===== src/rtl/reorder_issue_arbiter_if.sv =====
// rtl/reorder_issue_arbiter_if.sv - requester, memory-issue and reorder-queue signal bundle for reorder_issue_arbiter
// Optional statistics outputs exist only when REORDER_ISSUE_ARBITER_STATS_EN is defined.
interface reorder_issue_arbiter_if #(
    parameter int NUM_REQ    = 4,
    parameter int ADDR_WIDTH = 48,
    parameter int DATA_WIDTH = 64,
    parameter int TAG_WIDTH  = 6
);
    // requester side
    logic [NUM_REQ-1:0]            req;
    logic [NUM_REQ*ADDR_WIDTH-1:0] req_addr;
    logic [NUM_REQ-1:0]            grant;
    // memory issue side
    logic                          mem_req;
    logic [ADDR_WIDTH-1:0]         mem_addr;
    logic [TAG_WIDTH-1:0]          mem_tag;
    logic                          mem_stall;
    // reorder_queue side
    logic                          rq_increment;
    logic [TAG_WIDTH-1:0]          rq_index_tag;
    logic                          rq_full;
    logic                          rq_valid;
    logic [DATA_WIDTH-1:0]         rq_q;
    // response side
    logic [NUM_REQ-1:0]            rsp_valid;
    logic [DATA_WIDTH-1:0]         rsp_data;
    // status
    logic                          idle;
    logic                          err_underflow;
`ifdef REORDER_ISSUE_ARBITER_STATS_EN
    logic [NUM_REQ*32-1:0]         grant_count;
    logic [31:0]                   block_count;
`endif

    // arbiter side
    modport slave (
`ifdef REORDER_ISSUE_ARBITER_STATS_EN
        output grant_count, output block_count,
`endif
        input  req, input req_addr, input mem_stall,
        input  rq_index_tag, input rq_full, input rq_valid, input rq_q,
        output grant, output mem_req, output mem_addr, output mem_tag,
        output rq_increment, output rsp_valid, output rsp_data,
        output idle, output err_underflow
    );

    // environment side (requesters, memory, reorder_queue)
    modport master (
`ifdef REORDER_ISSUE_ARBITER_STATS_EN
        input  grant_count, input block_count,
`endif
        output req, output req_addr, output mem_stall,
        output rq_index_tag, output rq_full, output rq_valid, output rq_q,
        input  grant, input mem_req, input mem_addr, input mem_tag,
        input  rq_increment, input rsp_valid, input rsp_data,
        input  idle, input err_underflow
    );
endinterface


===== src/rtl/reorder_issue_arbiter.sv =====
// rtl/reorder_issue_arbiter.sv - round-robin issue arbiter sharing one reorder_queue, with in-order response steering
// Optional macro REORDER_ISSUE_ARBITER_STATS_EN adds per-requester grant counters and a blocked-cycle counter.
module reorder_issue_arbiter #(
    parameter int NUM_REQ    = 4,
    parameter int ID_WIDTH   = 2,
    parameter int ADDR_WIDTH = 48,
    parameter int DATA_WIDTH = 64,
    parameter int DEPTH      = 32,
    parameter int TAG_WIDTH  = 6
) (
    input logic                 clk,
    input logic                 rst,
    reorder_issue_arbiter_if.slave bus
);
    localparam logic [0:0] ST_INIT = 1'b0;
    localparam logic [0:0] ST_RUN  = 1'b1;

    localparam int PTR_W = $clog2(DEPTH);
    localparam int CNT_W = $clog2(DEPTH + 2);
    localparam logic [PTR_W:0] FULL_CNT = (PTR_W + 1)'(DEPTH);
    localparam logic [CNT_W-1:0] INIT_LAST = CNT_W'(DEPTH);

    logic [0:0]            state_q, state_d;
    logic [CNT_W-1:0]      init_cnt_q, init_cnt_d;
    logic [ID_WIDTH-1:0]   rr_ptr_q, rr_ptr_d;

    // ID FIFO: extra-bit pointers distinguish full from empty
    logic [ID_WIDTH-1:0]   fifo_mem_q [DEPTH];
    logic [PTR_W:0]        wr_ptr_q, wr_ptr_d;
    logic [PTR_W:0]        rd_ptr_q, rd_ptr_d;
    logic [PTR_W:0]        outstanding;
    logic                  fifo_full;
    logic                  fifo_empty;
    logic [ID_WIDTH-1:0]   head_id;

    logic                  mem_req_q, mem_req_d;
    logic [ADDR_WIDTH-1:0] mem_addr_q, mem_addr_d;
    logic [TAG_WIDTH-1:0]  mem_tag_q, mem_tag_d;
    logic [NUM_REQ-1:0]    rsp_valid_q, rsp_valid_d;
    logic [DATA_WIDTH-1:0] rsp_data_q, rsp_data_d;
    logic                  idle_q, idle_d;
    logic                  err_q, err_d;

    logic                  can_grant;
    logic                  granted;
    logic [ID_WIDTH-1:0]   win_id;
    logic [NUM_REQ-1:0]    grant_vec;
    logic                  pop;
    logic                  underflow;

    assign outstanding = wr_ptr_q - rd_ptr_q;
    assign fifo_full   = (outstanding == FULL_CNT);
    assign fifo_empty  = (wr_ptr_q == rd_ptr_q);
    assign head_id     = fifo_mem_q[rd_ptr_q[PTR_W-1:0]];

    // Rotating-priority search for the first requester at or after rr_ptr
    always_comb begin
        int idx;
        grant_vec = '0;
        win_id    = '0;
        granted   = 1'b0;
        can_grant = !rst && (state_q == ST_RUN) && (|bus.req) && !bus.rq_full
                    && !bus.mem_stall && !fifo_full;
        for (int i = 0; i < NUM_REQ; i++) begin
            idx = int'(rr_ptr_q) + i;
            if (idx >= NUM_REQ) begin
                idx = idx - NUM_REQ;
            end
            if (can_grant && !granted && bus.req[idx]) begin
                granted        = 1'b1;
                win_id         = idx[ID_WIDTH-1:0];
                grant_vec[idx] = 1'b1;
            end
        end
    end

    assign bus.grant        = grant_vec;
    assign bus.rq_increment = granted;

    // Response pop versus underflow is decided on the pre-cycle FIFO occupancy
    assign pop       = !rst && (state_q == ST_RUN) && bus.rq_valid && !fifo_empty;
    assign underflow = !rst && (state_q == ST_RUN) && bus.rq_valid && fifo_empty;

    // Next-state for control, FIFO pointers, issue and response registers
    always_comb begin
        state_d     = state_q;
        init_cnt_d  = init_cnt_q;
        rr_ptr_d    = rr_ptr_q;
        wr_ptr_d    = wr_ptr_q;
        rd_ptr_d    = rd_ptr_q;
        mem_req_d   = granted;
        mem_addr_d  = mem_addr_q;
        mem_tag_d   = mem_tag_q;
        rsp_valid_d = '0;
        rsp_data_d  = rsp_data_q;
        err_d       = err_q || underflow;

        // INIT waits out the reorder_queue's own reset sweep
        if (state_q == ST_INIT) begin
            init_cnt_d = init_cnt_q + 1'b1;
            if (init_cnt_q == INIT_LAST) begin
                state_d = ST_RUN;
            end
        end

        if (granted) begin
            mem_addr_d = bus.req_addr[int'(win_id)*ADDR_WIDTH +: ADDR_WIDTH];
            mem_tag_d  = bus.rq_index_tag;
            wr_ptr_d   = wr_ptr_q + 1'b1;
            if (int'(win_id) == NUM_REQ - 1) begin
                rr_ptr_d = '0;
            end else begin
                rr_ptr_d = win_id + 1'b1;
            end
        end

        if (pop) begin
            rd_ptr_d    = rd_ptr_q + 1'b1;
            rsp_valid_d = NUM_REQ'(1) << head_id;
            rsp_data_d  = bus.rq_q;
        end

        idle_d = (state_d == ST_RUN) && (wr_ptr_d == rd_ptr_d) && !mem_req_d;
    end

    // Control and datapath registers with synchronous reset back to INIT
    always_ff @(posedge clk) begin
        if (rst) begin
            state_q     <= ST_INIT;
            init_cnt_q  <= '0;
            rr_ptr_q    <= '0;
            wr_ptr_q    <= '0;
            rd_ptr_q    <= '0;
            mem_req_q   <= 1'b0;
            mem_addr_q  <= '0;
            mem_tag_q   <= '0;
            rsp_valid_q <= '0;
            rsp_data_q  <= '0;
            idle_q      <= 1'b0;
            err_q       <= 1'b0;
        end else begin
            state_q     <= state_d;
            init_cnt_q  <= init_cnt_d;
            rr_ptr_q    <= rr_ptr_d;
            wr_ptr_q    <= wr_ptr_d;
            rd_ptr_q    <= rd_ptr_d;
            mem_req_q   <= mem_req_d;
            mem_addr_q  <= mem_addr_d;
            mem_tag_q   <= mem_tag_d;
            rsp_valid_q <= rsp_valid_d;
            rsp_data_q  <= rsp_data_d;
            idle_q      <= idle_d;
            err_q       <= err_d;
        end
    end

    // ID FIFO storage; contents are don't-care until written, so no reset
    always_ff @(posedge clk) begin
        if (granted) begin
            fifo_mem_q[wr_ptr_q[PTR_W-1:0]] <= win_id;
        end
    end

    assign bus.mem_req       = mem_req_q;
    assign bus.mem_addr      = mem_addr_q;
    assign bus.mem_tag       = mem_tag_q;
    assign bus.rsp_valid     = rsp_valid_q;
    assign bus.rsp_data      = rsp_data_q;
    assign bus.idle          = idle_q;
    assign bus.err_underflow = err_q;

`ifdef REORDER_ISSUE_ARBITER_STATS_EN
    logic [31:0] grant_count_q [NUM_REQ];
    logic [31:0] block_count_q;

    // Wrapping per-requester grant counters and blocked-cycle counter
    always_ff @(posedge clk) begin
        if (rst) begin
            for (int i = 0; i < NUM_REQ; i++) begin
                grant_count_q[i] <= '0;
            end
            block_count_q <= '0;
        end else begin
            for (int i = 0; i < NUM_REQ; i++) begin
                if (grant_vec[i]) begin
                    grant_count_q[i] <= grant_count_q[i] + 1'b1;
                end
            end
            if ((state_q == ST_RUN) && (|bus.req) && !granted) begin
                block_count_q <= block_count_q + 1'b1;
            end
        end
    end

    // Flatten counters onto the packed output
    always_comb begin
        bus.grant_count = '0;
        for (int i = 0; i < NUM_REQ; i++) begin
            bus.grant_count[i*32 +: 32] = grant_count_q[i];
        end
    end

    assign bus.block_count = block_count_q;
`endif

endmodule


===== src/flat_wrapper.sv =====
// flat-port wrapper written by rule: the top's interface ports become plain ports
module reorder_issue_arbiter_flat 
#(
    parameter int NUM_REQ    = 4,
    parameter int ID_WIDTH   = 2,
    parameter int ADDR_WIDTH = 48,
    parameter int DATA_WIDTH = 64,
    parameter int DEPTH      = 32,
    parameter int TAG_WIDTH  = 6
)
  (clk, rst, bus_req, bus_req_addr, bus_mem_stall, bus_rq_index_tag, bus_rq_full, bus_rq_valid, bus_rq_q, bus_grant, bus_mem_req, bus_mem_addr, bus_mem_tag, bus_rq_increment, bus_rsp_valid, bus_rsp_data, bus_idle, bus_err_underflow);
  reorder_issue_arbiter_if #(.NUM_REQ(NUM_REQ), .ADDR_WIDTH(ADDR_WIDTH), .DATA_WIDTH(DATA_WIDTH), .TAG_WIDTH(TAG_WIDTH)) bus_i ();
  input logic clk;
  input logic rst;
  input wire logic [$bits(bus_i.req)-1:0] bus_req;
  input wire logic [$bits(bus_i.req_addr)-1:0] bus_req_addr;
  input wire logic [$bits(bus_i.mem_stall)-1:0] bus_mem_stall;
  input wire logic [$bits(bus_i.rq_index_tag)-1:0] bus_rq_index_tag;
  input wire logic [$bits(bus_i.rq_full)-1:0] bus_rq_full;
  input wire logic [$bits(bus_i.rq_valid)-1:0] bus_rq_valid;
  input wire logic [$bits(bus_i.rq_q)-1:0] bus_rq_q;
  output wire logic [$bits(bus_i.grant)-1:0] bus_grant;
  output wire logic [$bits(bus_i.mem_req)-1:0] bus_mem_req;
  output wire logic [$bits(bus_i.mem_addr)-1:0] bus_mem_addr;
  output wire logic [$bits(bus_i.mem_tag)-1:0] bus_mem_tag;
  output wire logic [$bits(bus_i.rq_increment)-1:0] bus_rq_increment;
  output wire logic [$bits(bus_i.rsp_valid)-1:0] bus_rsp_valid;
  output wire logic [$bits(bus_i.rsp_data)-1:0] bus_rsp_data;
  output wire logic [$bits(bus_i.idle)-1:0] bus_idle;
  output wire logic [$bits(bus_i.err_underflow)-1:0] bus_err_underflow;
  assign bus_i.req = bus_req;
  assign bus_i.req_addr = bus_req_addr;
  assign bus_i.mem_stall = bus_mem_stall;
  assign bus_i.rq_index_tag = bus_rq_index_tag;
  assign bus_i.rq_full = bus_rq_full;
  assign bus_i.rq_valid = bus_rq_valid;
  assign bus_i.rq_q = bus_rq_q;
  assign bus_grant = bus_i.grant;
  assign bus_mem_req = bus_i.mem_req;
  assign bus_mem_addr = bus_i.mem_addr;
  assign bus_mem_tag = bus_i.mem_tag;
  assign bus_rq_increment = bus_i.rq_increment;
  assign bus_rsp_valid = bus_i.rsp_valid;
  assign bus_rsp_data = bus_i.rsp_data;
  assign bus_idle = bus_i.idle;
  assign bus_err_underflow = bus_i.err_underflow;
  reorder_issue_arbiter #(.NUM_REQ(NUM_REQ), .ID_WIDTH(ID_WIDTH), .ADDR_WIDTH(ADDR_WIDTH), .DATA_WIDTH(DATA_WIDTH), .DEPTH(DEPTH), .TAG_WIDTH(TAG_WIDTH)) u_core (.clk(clk), .rst(rst), .bus(bus_i));
endmodule

===== config.mk =====
export PLATFORM = sky130hd
export DESIGN_NAME = reorder_issue_arbiter_flat
export DESIGN_NICKNAME = d
export VERILOG_FILES = /design/src/rtl/reorder_issue_arbiter_if.sv /design/src/rtl/reorder_issue_arbiter.sv /design/src/flat_wrapper.sv
export SDC_FILE = /design/constraint.sdc
export NUM_CORES = 1
export LEC_CHECK = 0
export CORE_ASPECT_RATIO = 1.2
export CORE_MARGIN = 2
export CORE_UTILIZATION = 39
export DETAILED_ROUTE_END_ITERATION = 12
export PLACE_DENSITY_LB_ADDON = 0.08
export SYNTH_ARGS = -nofsm -noshare
export SYNTH_HDL_FRONTEND = slang
export SYNTH_SLANG_ARGS = --single-unit

===== constraint.sdc =====
create_clock -name clk -period 3.6 [get_ports clk]
set_input_delay 0.72 -clock clk [delete_from_list [all_inputs] [get_ports clk]]
set_output_delay 0.72 -clock clk [all_outputs]
set_load 0.03 [all_outputs]

; Word level (Yosys, flattened, before mapping)
; Memories as Yosys holds them, arrays and structs flattened. A register that Yosys moved wholly into a read port is not among the register bits.
; Cells that the tools add are included.
[classes]
n_addsub = 12
n_mul = 1
div_mod_pow = 0
n_lt_le_gt_ge = 12
eq_ne = 5
shifts = 2
muxes = 44
bitwise_logic = 4
n_reduce_logical = 33
[ops]
columns = operator, n
row1 = $shiftx A192 B32 Y48, 1
row2 = $ge A32 B1 Y1 const B, 4
row3 = $lt A32 B4 Y1 const B, 4
row4 = $mux W32, 4
row5 = $ge A32 B4 Y1 const B, 3
row6 = $sub A32 B4 Y32 const B, 3
row7 = $logic_and A1 B1 Y1, 21
row8 = $mux W1, 20
row9 = $add A6 B1 Y6 const B, 3
row10 = $mux W4, 4
row11 = $eq A6 B6 Y1, 2
row12 = $eq A6 B6 Y1 const B, 2
row13 = $mux W6, 2
row14 = $or A4 B4 Y4, 3
row15 = $mux W2, 5
row16 = $logic_not A1 Y1, 9
row17 = $bmux W1 S2, 4
row18 = $demux W1 S2, 4
row19 = $add A2 B2 Y3 const B, 2
row20 = $sub A6 B6 Y6, 1
row21 = $mux W5, 1
row22 = $mul A2 B2 Y4 const B, 1
row23 = $reduce_or A4 Y1, 1
row24 = $shl A1 B2 Y4 const A, 1
row25 = 8 further kinds, 8
[word_totals]
reg_bits = 146
latchBits = 0
mem_bits_rw = 64
romBits = 0
out_inout_bits = 130
word_cells = 126
memories = 1
[mem_list]
columns = name, words, width, rd, rd_ports_with_merged_regs, write_ports, line
row1 = u_core.fifo_mem_q, 32, 2, 1, 1, 1, reorder_issue_arbiter.sv:28  ; logic [ID_WIDTH-1:0] fifo_mem_q [DEPTH];

; Longest topological paths before layout
; Gate-level depths: netlist of run 1.
[logic_depth]
ltp_word = 24
depth_mapped = 13

; Worst setup path after synthesis of run 1
; OpenSTA, ideal clock, no wires.
[synth_path]
path_type = register to register
from = reg (tool-made name)
to = mem u_core.fifo_mem_q[0][0] (data pin)
setup_time_ps = 351
arrival_ps = 3029
t_required_ps = 3249
path_slack_ps = 221
path_stages_with_launch = 11
n_path_buf = 3
period_less_slack_ps = 3379
cell_sequence = dfxtp_1 buf_4 inv_1 ha_1 buf_2 mux2i_1 mux2i_1 a221o_2 xnor2_2 buf_4 nor2_1
[synth_lines]
columns = item, line
row1 = "end, declared", reorder_issue_arbiter.sv:28

; Worst setup path after layout of run 1
[layout_path]
from = reg u_core.rd_ptr_q[1]
to = out bus_grant[0]
[layout_via]
elab_chain_len = 18
[layout_rtl]
columns = item, line
row1 = "start, declared", reorder_issue_arbiter.sv:30  ; logic [PTR_W:0] rd_ptr_q, rd_ptr_d;
row2 = "start signal, assigned", reorder_issue_arbiter.sv:146  ; rd_ptr_q <= rd_ptr_d;
row3 = $sub A6 B6 Y6 *, reorder_issue_arbiter.sv:51  ; assign outstanding = wr_ptr_q - rd_ptr_q;
row4 = $eq A6 B6 Y1 *, reorder_issue_arbiter.sv:52  ; assign fifo_full = (outstanding == FULL_CNT);
row5 = $logic_not A1 Y1 *, reorder_issue_arbiter.sv:63  ; && !bus.mem_stall && !fifo_full;
row6 = $logic_and A1 B1 Y1 *, reorder_issue_arbiter.sv:63
row7 = $logic_and A1 B1 Y1, reorder_issue_arbiter.sv:69  ; if (can_grant && !granted && bus.req[idx]) begin
row8 = $mux W1, reorder_issue_arbiter.sv:69
row9 = $logic_not A1 Y1, reorder_issue_arbiter.sv:69
row10 = $logic_and A1 B1 Y1 (2 in series), reorder_issue_arbiter.sv:69
row11 = $mux W1, reorder_issue_arbiter.sv:69
row12 = $logic_not A1 Y1, reorder_issue_arbiter.sv:69
row13 = $logic_and A1 B1 Y1 (2 in series), reorder_issue_arbiter.sv:69
row14 = $mux W1, reorder_issue_arbiter.sv:69
row15 = $logic_not A1 Y1, reorder_issue_arbiter.sv:69
row16 = $logic_and A1 B1 Y1 (2 in series), reorder_issue_arbiter.sv:69
row17 = $mux W4 *, reorder_issue_arbiter.sv:69
row18 = "end, declared", flat_wrapper.sv:22  ; output wire logic [$bits(bus_i.grant)-1:0] bus_grant;
; Every way passes the cells marked *; elsewhere a longest branch is shown, timed or not.

==> flow_summary.toml, run 1 <==
[run_status]
status = "completed"

[synthesis]
ys_async_sr_fraction_pct = 0
synth_area_um2 = 9830
ys_types = 60
synth_edf_count = 64
synth_fp_nets = 1238
yosysSeqAreaShare_pct = 49.3
yosys_most_used_dff = "dfxtp_1"
synth_cells = 947
postSynthAreaPerCell_um2 = 10.4
ys_ff_latch = 210
ys_warn_count = 0

[worst_setup_path]
arrival_ns = 2.75
required_ns = 2.88
cp-end-kind = "primary output"
cp-start-kind = "register"
reg2reg_slack_ns = 0.48
crit_type = "reg -> out"
crit_path_max_fanout = 5

[run]
drv_cap = 0

[sta]
fmax_mhz = 288
slew_headroom_pct = 24.0
setup_tns_ns = 0
fin_crit_ns = 3.47
rsz0062_at_grt = "no"
fin_crit_sh_pct = 96.3
tightest_slew_ns = 1.14
fin_skew_ns = 0.0375
whs_ns = 0.452
hold_viol = 0
slew_viol_final = 0
finalSetupViolations = 0

[route]
viasPerCell = 5.03
drtPass1Iterations = 7
drt-initial-drc-count = 573
wl_per_cell_um = 19.6
wl_um = 33300
vias = 8548
ant_nets = 0
drc = 0

[placement]
gp_congestion = 0.889
dp.cells = 1645
dp_hpwl_um = 25200
port_buffers = 400

[clock_network]
cts.clk_slew.worst_paths_ns = 0.06
cts.sinks = 210
cts_tree = "done"
h-tree-depth = 1
clk_latency_ns = 0.53
cts_buffers = 22
root_buffer = "clkbuf_16"
cts_max_path_buffers = 3
cts_hold_buffers = 0

[cells_and_area]
fin_nets = 1641
fin_cells = 1698
syn2layout_area_growth_pct = 53.8
drive_gt1_share_pct = 13.5
final_cell_mix = "clkdlybuf4s50_1 (394), nand2_1 (259), dfxtp_1 (143), a21oi_1 (129), mux4_2 (68)"
fill_cells = 2122
mostFrequentLayoutCell = "clkdlybuf4s50_1"

[floorplan]
die-width_um = 149
num_rows = 63
ios = 401
coreArea_um2 = 24800
fp.dieH_um = 178
dieArea_um2 = 26500
start_util_pct = 39.7

[power_and_ir_drop]
internal-power_mw = 4.05
p_clk_share_pct = 42.6
p_comb_share_pct = 10.2
peakVddDrop_v = 0.000253
p_total_mw = 5.14
power_leakage_nw = 4.92
pwr-share-seq_pct = 47.2
swShare_pct = 21.2
p_sw_mw = 1.09
powerDensity_nw_per_um2 = 340

[grt]
grt_max_degree = 141
overflow = 0
grt_util_all_layers_pct = 24.2
grt_pass1_wl_um = 48800
grt_pass1_vias = 8479
antenna_found_initial = 9

[hold_path]
holdCritPathClass = "reg -> reg"
[registers in the layout, indices dropped and copies added, names as in the netlist, named ones only]
register and count:
u_core.bus.rsp_valid 4, u_core.init_cnt_q 6, u_core.wr_ptr_q 6, u_core.rd_ptr_q 6
u_core.bus.mem_addr 48, u_core.bus.idle 1, u_core.bus.rsp_data 64, u_core.fifo_mem_q 64
u_core.rr_ptr_q 1, u_core.state_q 1, u_core.bus.err_underflow 1, u_core.bus.mem_tag 6
u_core.bus.mem_req 1
[critical path, stage by stage (launching register included)]
cell      delay [ns]
dfxtp_1         0.33
inv_1           0.07
ha_4            0.27
and2b_2         0.18
o211a_1         0.19
a211oi_1        0.06
or4_4           0.55
o21ai_4         0.20
buf_6           0.15
a21oi_1         0.04
buf_4           0.19
[routing by layer]
metal,vias to the layer above,share of wire (%),wire length (um),track usage [%]
met2,277,53,17600,43.5
li1,4152,-,-,-
met3,61,7.1,2360,6.30
met4,4,3.5,1160,9.52
met5,-,0.075,25,0
met1,4054,36,12100,27.1
[cell usage after synthesis, types with 2 or more instances]
master	number	area, um2
nor3b_1	2	15.0
nor4_1	2	12.5
o211a_1	2	20.0
a21oi_2	3	26.3
o311ai_0	2	17.5
dfxtp_1	146	2920
nor2_1	57	214
clkbuf_1	31	116
nand2b_1	3	18.8
and3_1	2	12.5
a21oi_1	133	666
nand4_1	2	12.5
buf_6	9	101
or3_1	5	31.3
edfxtp_1	64	1920
xor2_1	6	52.6
nand3b_1	3	22.5
nor2b_1	5	31.3
inv_1	14	52.6
buf_4	15	113
o22ai_1	2	12.5
a222oi_1	4	40.0
o21ai_0	7	35.0
xnor2_1	12	105
o31ai_1	3	22.5
mux4_2	68	1530
nand3_1	10	50.1
nor3_1	7	35.0
buf_2	5	25.0
ha_1	20	250
buf_1	4	15.0
nand2_1	259	972
and2_1	4	25.0
or3b_2	3	26.3
mux2i_1	8	80.1
[power groups by stage]
| stage | Clock (mW) | Combinational [mW] | Sequential, mW |
|---|---|---|---|
| detailed placement | 0 | 0.521 | 2.48 |
| floorplan | 0 | 0.186 | 2.48 |
| global placement | 0 | 0.518 | 2.48 |
| global route | 2.33 | 0.553 | 2.43 |
| finish | 2.19 | 0.522 | 2.43 |
| CTS | 2.24 | 0.523 | 2.43 |
[what timing repair did]
item,in CTS,in global routing
gates cloned,0,0
gates resized for setup,7,16
setup endpoints to repair,5,5
buffers inserted,3,3
pin swaps,2,2
[final timing paths]
kind / start / endpoint / cells after the start
min reg2reg: u_core.bus.mem_addr[22]$_SDFFE_PP0P_ / u_core.bus.mem_addr[22]$_SDFFE_PP0P_ / 2
min: u_core.bus.mem_addr[22]$_SDFFE_PP0P_ / u_core.bus.mem_addr[22]$_SDFFE_PP0P_ / 2
max reg2reg: register / u_core.bus.mem_addr[15]$_SDFFE_PP0P_ / 11
max: u_core.rd_ptr_q[1]$_SDFF_PP0_ / bus_grant[0] / 10
[layout make-up]
type / count / area (um2) / share of cell area [%]
clock buffer: 33 / 612 / 4.04
antenna: 7 / 17.5 / 0.116
sequential: 210 / 4850 / 32.1
timing repair buffer: 444 / 4440 / 29.3
inverter: 16 / 60.1 / 0.397
tap: 325 / 407 / 2.69
clock inverter: 7 / 71.3 / 0.471
multi-input combinational: 656 / 4670 / 30.9
[cell families (layout without fill, tap and decap cells)]
kind of cell / after synthesis / after routing / synth area share [%]
AO/OA/AOI/OAI: 167 / 167 / 9.65
XOR/XNOR: 19 / 19 / 1.77
adder cells (fa/ha/maj): 20 / 20 / 2.54
buffers and inverters: 81 / 500 / 4.45
flip-flops: 210 / 210 / 49.3
multiplexers: 77 / 77 / 16.5
other: 0 / 7 / 0
AND/OR/NAND/NOR: 373 / 373 / 15.8
[through the flow]
stage | util [%] | instance area [um2] | setup WS [ns]
2_1_floorplan | - | 9830 | 0.221
3_3_place_gp | 57.7 | 14300 | 0.155
3_5_place_dp | 57.7 | 14300 | 0.115
4_1_cts | 60.6 | 15000 | 0.00183
5_1_grt | 61.1 | 15100 | 0.00175
6_report | 61.1 | 15100 | 0.132
No activity file was read; power rests on OpenSTA's default activity.
==> run 2, diff against run 1 <==
--- a/config.mk
+++ b/config.mk
@@ -5,10 +5,11 @@
 export SDC_FILE = /design/constraint.sdc
 export NUM_CORES = 1
 export LEC_CHECK = 0
-export CORE_ASPECT_RATIO = 1.2
-export CORE_MARGIN = 2
-export CORE_UTILIZATION = 39
+export ABC_CLOCK_PERIOD_IN_PS = 3500
+export CAP_MARGIN = 20
+export CORE_AREA = 2 2 157 159
 export DETAILED_ROUTE_END_ITERATION = 12
+export DIE_AREA = 0 0 159 161
 export PLACE_DENSITY_LB_ADDON = 0.08
 export SYNTH_ARGS = -nofsm -noshare
 export SYNTH_HDL_FRONTEND = slang
==> constraint.sdc (replaced) <==
create_clock -name clk -period 3.5 [get_ports clk]
set_input_delay 0.7 -clock clk [delete_from_list [all_inputs] [get_ports clk]]
set_output_delay 0.7 -clock clk [all_outputs]
set_load 0.03 [all_outputs]
==> flow_summary.toml, run 2 (same netlist as run 1, synthesis figures left out) <==
[power_and_ir_drop]
pwr-share-seq_pct = 46.9
p_comb_share_pct = 10.2
p_sw_mw = 1.15
p_total_mw = 5.33
internal-power_mw = 4.18
powerDensity_nw_per_um2 = 351
swShare_pct = 21.6
p_clk_share_pct = 43.0
peakVddDrop_v = 0.000265
power_leakage_nw = 4.95

[clock_network]
cts_max_path_buffers = 3
cts.clk_slew.worst_paths_ns = 0.06
cts_buffers = 23
clk_latency_ns = 0.51
cts_hold_buffers = 0
root_buffer = "clkbuf_16"
cts_tree = "done"
cts.sinks = 210
h-tree-depth = 1

[route]
ant_nets = 0
drc = 0
drt-initial-drc-count = 607
viasPerCell = 5.14
drtPass1Iterations = 5
wl_per_cell_um = 20.5
wl_um = 34900
vias = 8752

[sta]
tightest_slew_ns = 1.01
hold_viol = 0
fin_crit_ns = 3.43
whs_ns = 0.453
setup_slack_ns = 0.0719
finalSetupViolations = 0
fin_skew_ns = 0.0158
fmax_mhz = 292
slew_headroom_pct = 32.4
fin_crit_sh_pct = 97.9
slew_viol_final = 0
rsz0062_at_grt = "yes"

[cells_and_area]
fin_cells = 1704
fin_nets = 1646
design_area_um2 = 15200
syn2layout_area_growth_pct = 54.5
mostFrequentLayoutCell = "clkdlybuf4s50_1"
drive_gt1_share_pct = 14.3
final_cell_mix = "clkdlybuf4s50_1 (394), nand2_1 (259), dfxtp_1 (143), a21oi_1 (130), mux4_2 (68)"

[placement]
place_ws_ns = 0.0520
placedInstanceArea_um2 = 14300
port_buffers = 400
dp_hpwl_um = 26000
dp.cells = 1647
gp_congestion = 0.858

[grt]
overflow = 0
antenna_found_initial = 9
grt_pass1_wl_um = 51400
grt_util_all_layers_pct = 26.1
grt_max_degree = 82
grt_pass1_vias = 8681

[worst_setup_path]
reg2reg_slack_ns = 0.28
arrival_ns = 2.73
crit_path_max_fanout = 4
cp-end-kind = "primary output"
required_ns = 2.80
cp-start-kind = "register"
crit_type = "reg -> out"

[run]
drv_cap = 0

[run_status]
status = "completed"

[floorplan]
die-width_um = 159
coreArea_um2 = 24000
dieArea_um2 = 25600
num_rows = 57
start_util_pct = 41.0
fp.dieH_um = 161
ios = 401

[hold_path]
holdCritPathClass = "reg -> reg"
run 2: power by group through the flow:
stage	clock [mW]	sequential (mW)	combinational [mW]
floorplan	0	2.55	0.191
global placement	0	2.55	0.539
detailed placement	0	2.55	0.541
CTS	2.32	2.50	0.543
global route	2.43	2.50	0.572
finish	2.29	2.50	0.542
run 2: final timing paths:
path	cells past startpoint	end	start
hold reg to reg	2	u_core.bus.mem_addr[14]$_SDFFE_PP0P_	u_core.bus.mem_addr[14]$_SDFFE_PP0P_
setup reg to reg	12	u_core.fifo_mem_q[2][0]$_DFFE_PP_	u_core.rd_ptr_q[1]$_SDFF_PP0_
setup / recovery	10	bus_grant[2]	u_core.rd_ptr_q[1]$_SDFF_PP0_
hold / removal	2	u_core.bus.mem_addr[14]$_SDFFE_PP0P_	u_core.bus.mem_addr[14]$_SDFFE_PP0P_
run 2: through the flow:
step                TNS (ns)  utilization (%)
floorplan                  0                -
global placement           0             59.6
finish                     0             63.4
CTS                        0             62.9
global route         -0.0359             63.4
detailed placement         0             59.6
run 2: area by class of cell:
| class | instances | area (um2) |
|---|---|---|
| Fill cell | 2044 | 8770 |
| Sequential cell | 210 | 4850 |
| Multi-Input combinational cell | 656 | 4700 |
| Timing Repair Buffer | 448 | 4460 |
| Clock buffer | 29 | 608 |
| Tap cell | 324 | 405 |
| Clock inverter | 13 | 90.1 |
| Inverter | 16 | 60.1 |
| Antenna cell | 8 | 20.0 |
run 2: worst max-delay path, stage by stage, from the launching register on:
cell and delay [ns]:
dfxtp_2 0.33, inv_2 0.04, ha_4 0.26, and2b_2 0.20, o211a_1 0.19, a211oi_2 0.04
or4_4 0.52, o21ai_4 0.25, buf_12 0.15, a21oi_1 0.04, buf_4 0.18
run 2: routing by layer:
| layer | wire (um) | vias up | part of all wire [%] | track usage [%] |
|---|---|---|---|---|
| met4 | 1230 | 6 | 3.5 | 10.0 |
| li1 | - | 4162 | - | - |
| met2 | 18100 | 318 | 52 | 47.1 |
| met3 | 2390 | 69 | 6.8 | 5.78 |
| met1 | 13100 | 4197 | 38 | 30.3 |
| met5 | 41 | - | 0.12 | 0 |
run 2: what timing repair did:
action / 4_1_cts / 5_1_grt
setup endpoints to repair: 5 / 37
pin swaps: 2 / 6
setup buffers: 6 / 1
gates resized for setup: 7 / 24
==> run 3, diff against run 2 <==
--- a/config.mk
+++ b/config.mk
@@ -11,6 +11,7 @@
 export DETAILED_ROUTE_END_ITERATION = 12
 export DIE_AREA = 0 0 159 161
 export PLACE_DENSITY_LB_ADDON = 0.08
+export SLEW_MARGIN = 20
 export SYNTH_ARGS = -nofsm -noshare
 export SYNTH_HDL_FRONTEND = slang
 export SYNTH_SLANG_ARGS = --single-unit
==> results of run 3 <==
The final DEF is identical to that of run 2; final timing and power are the same.
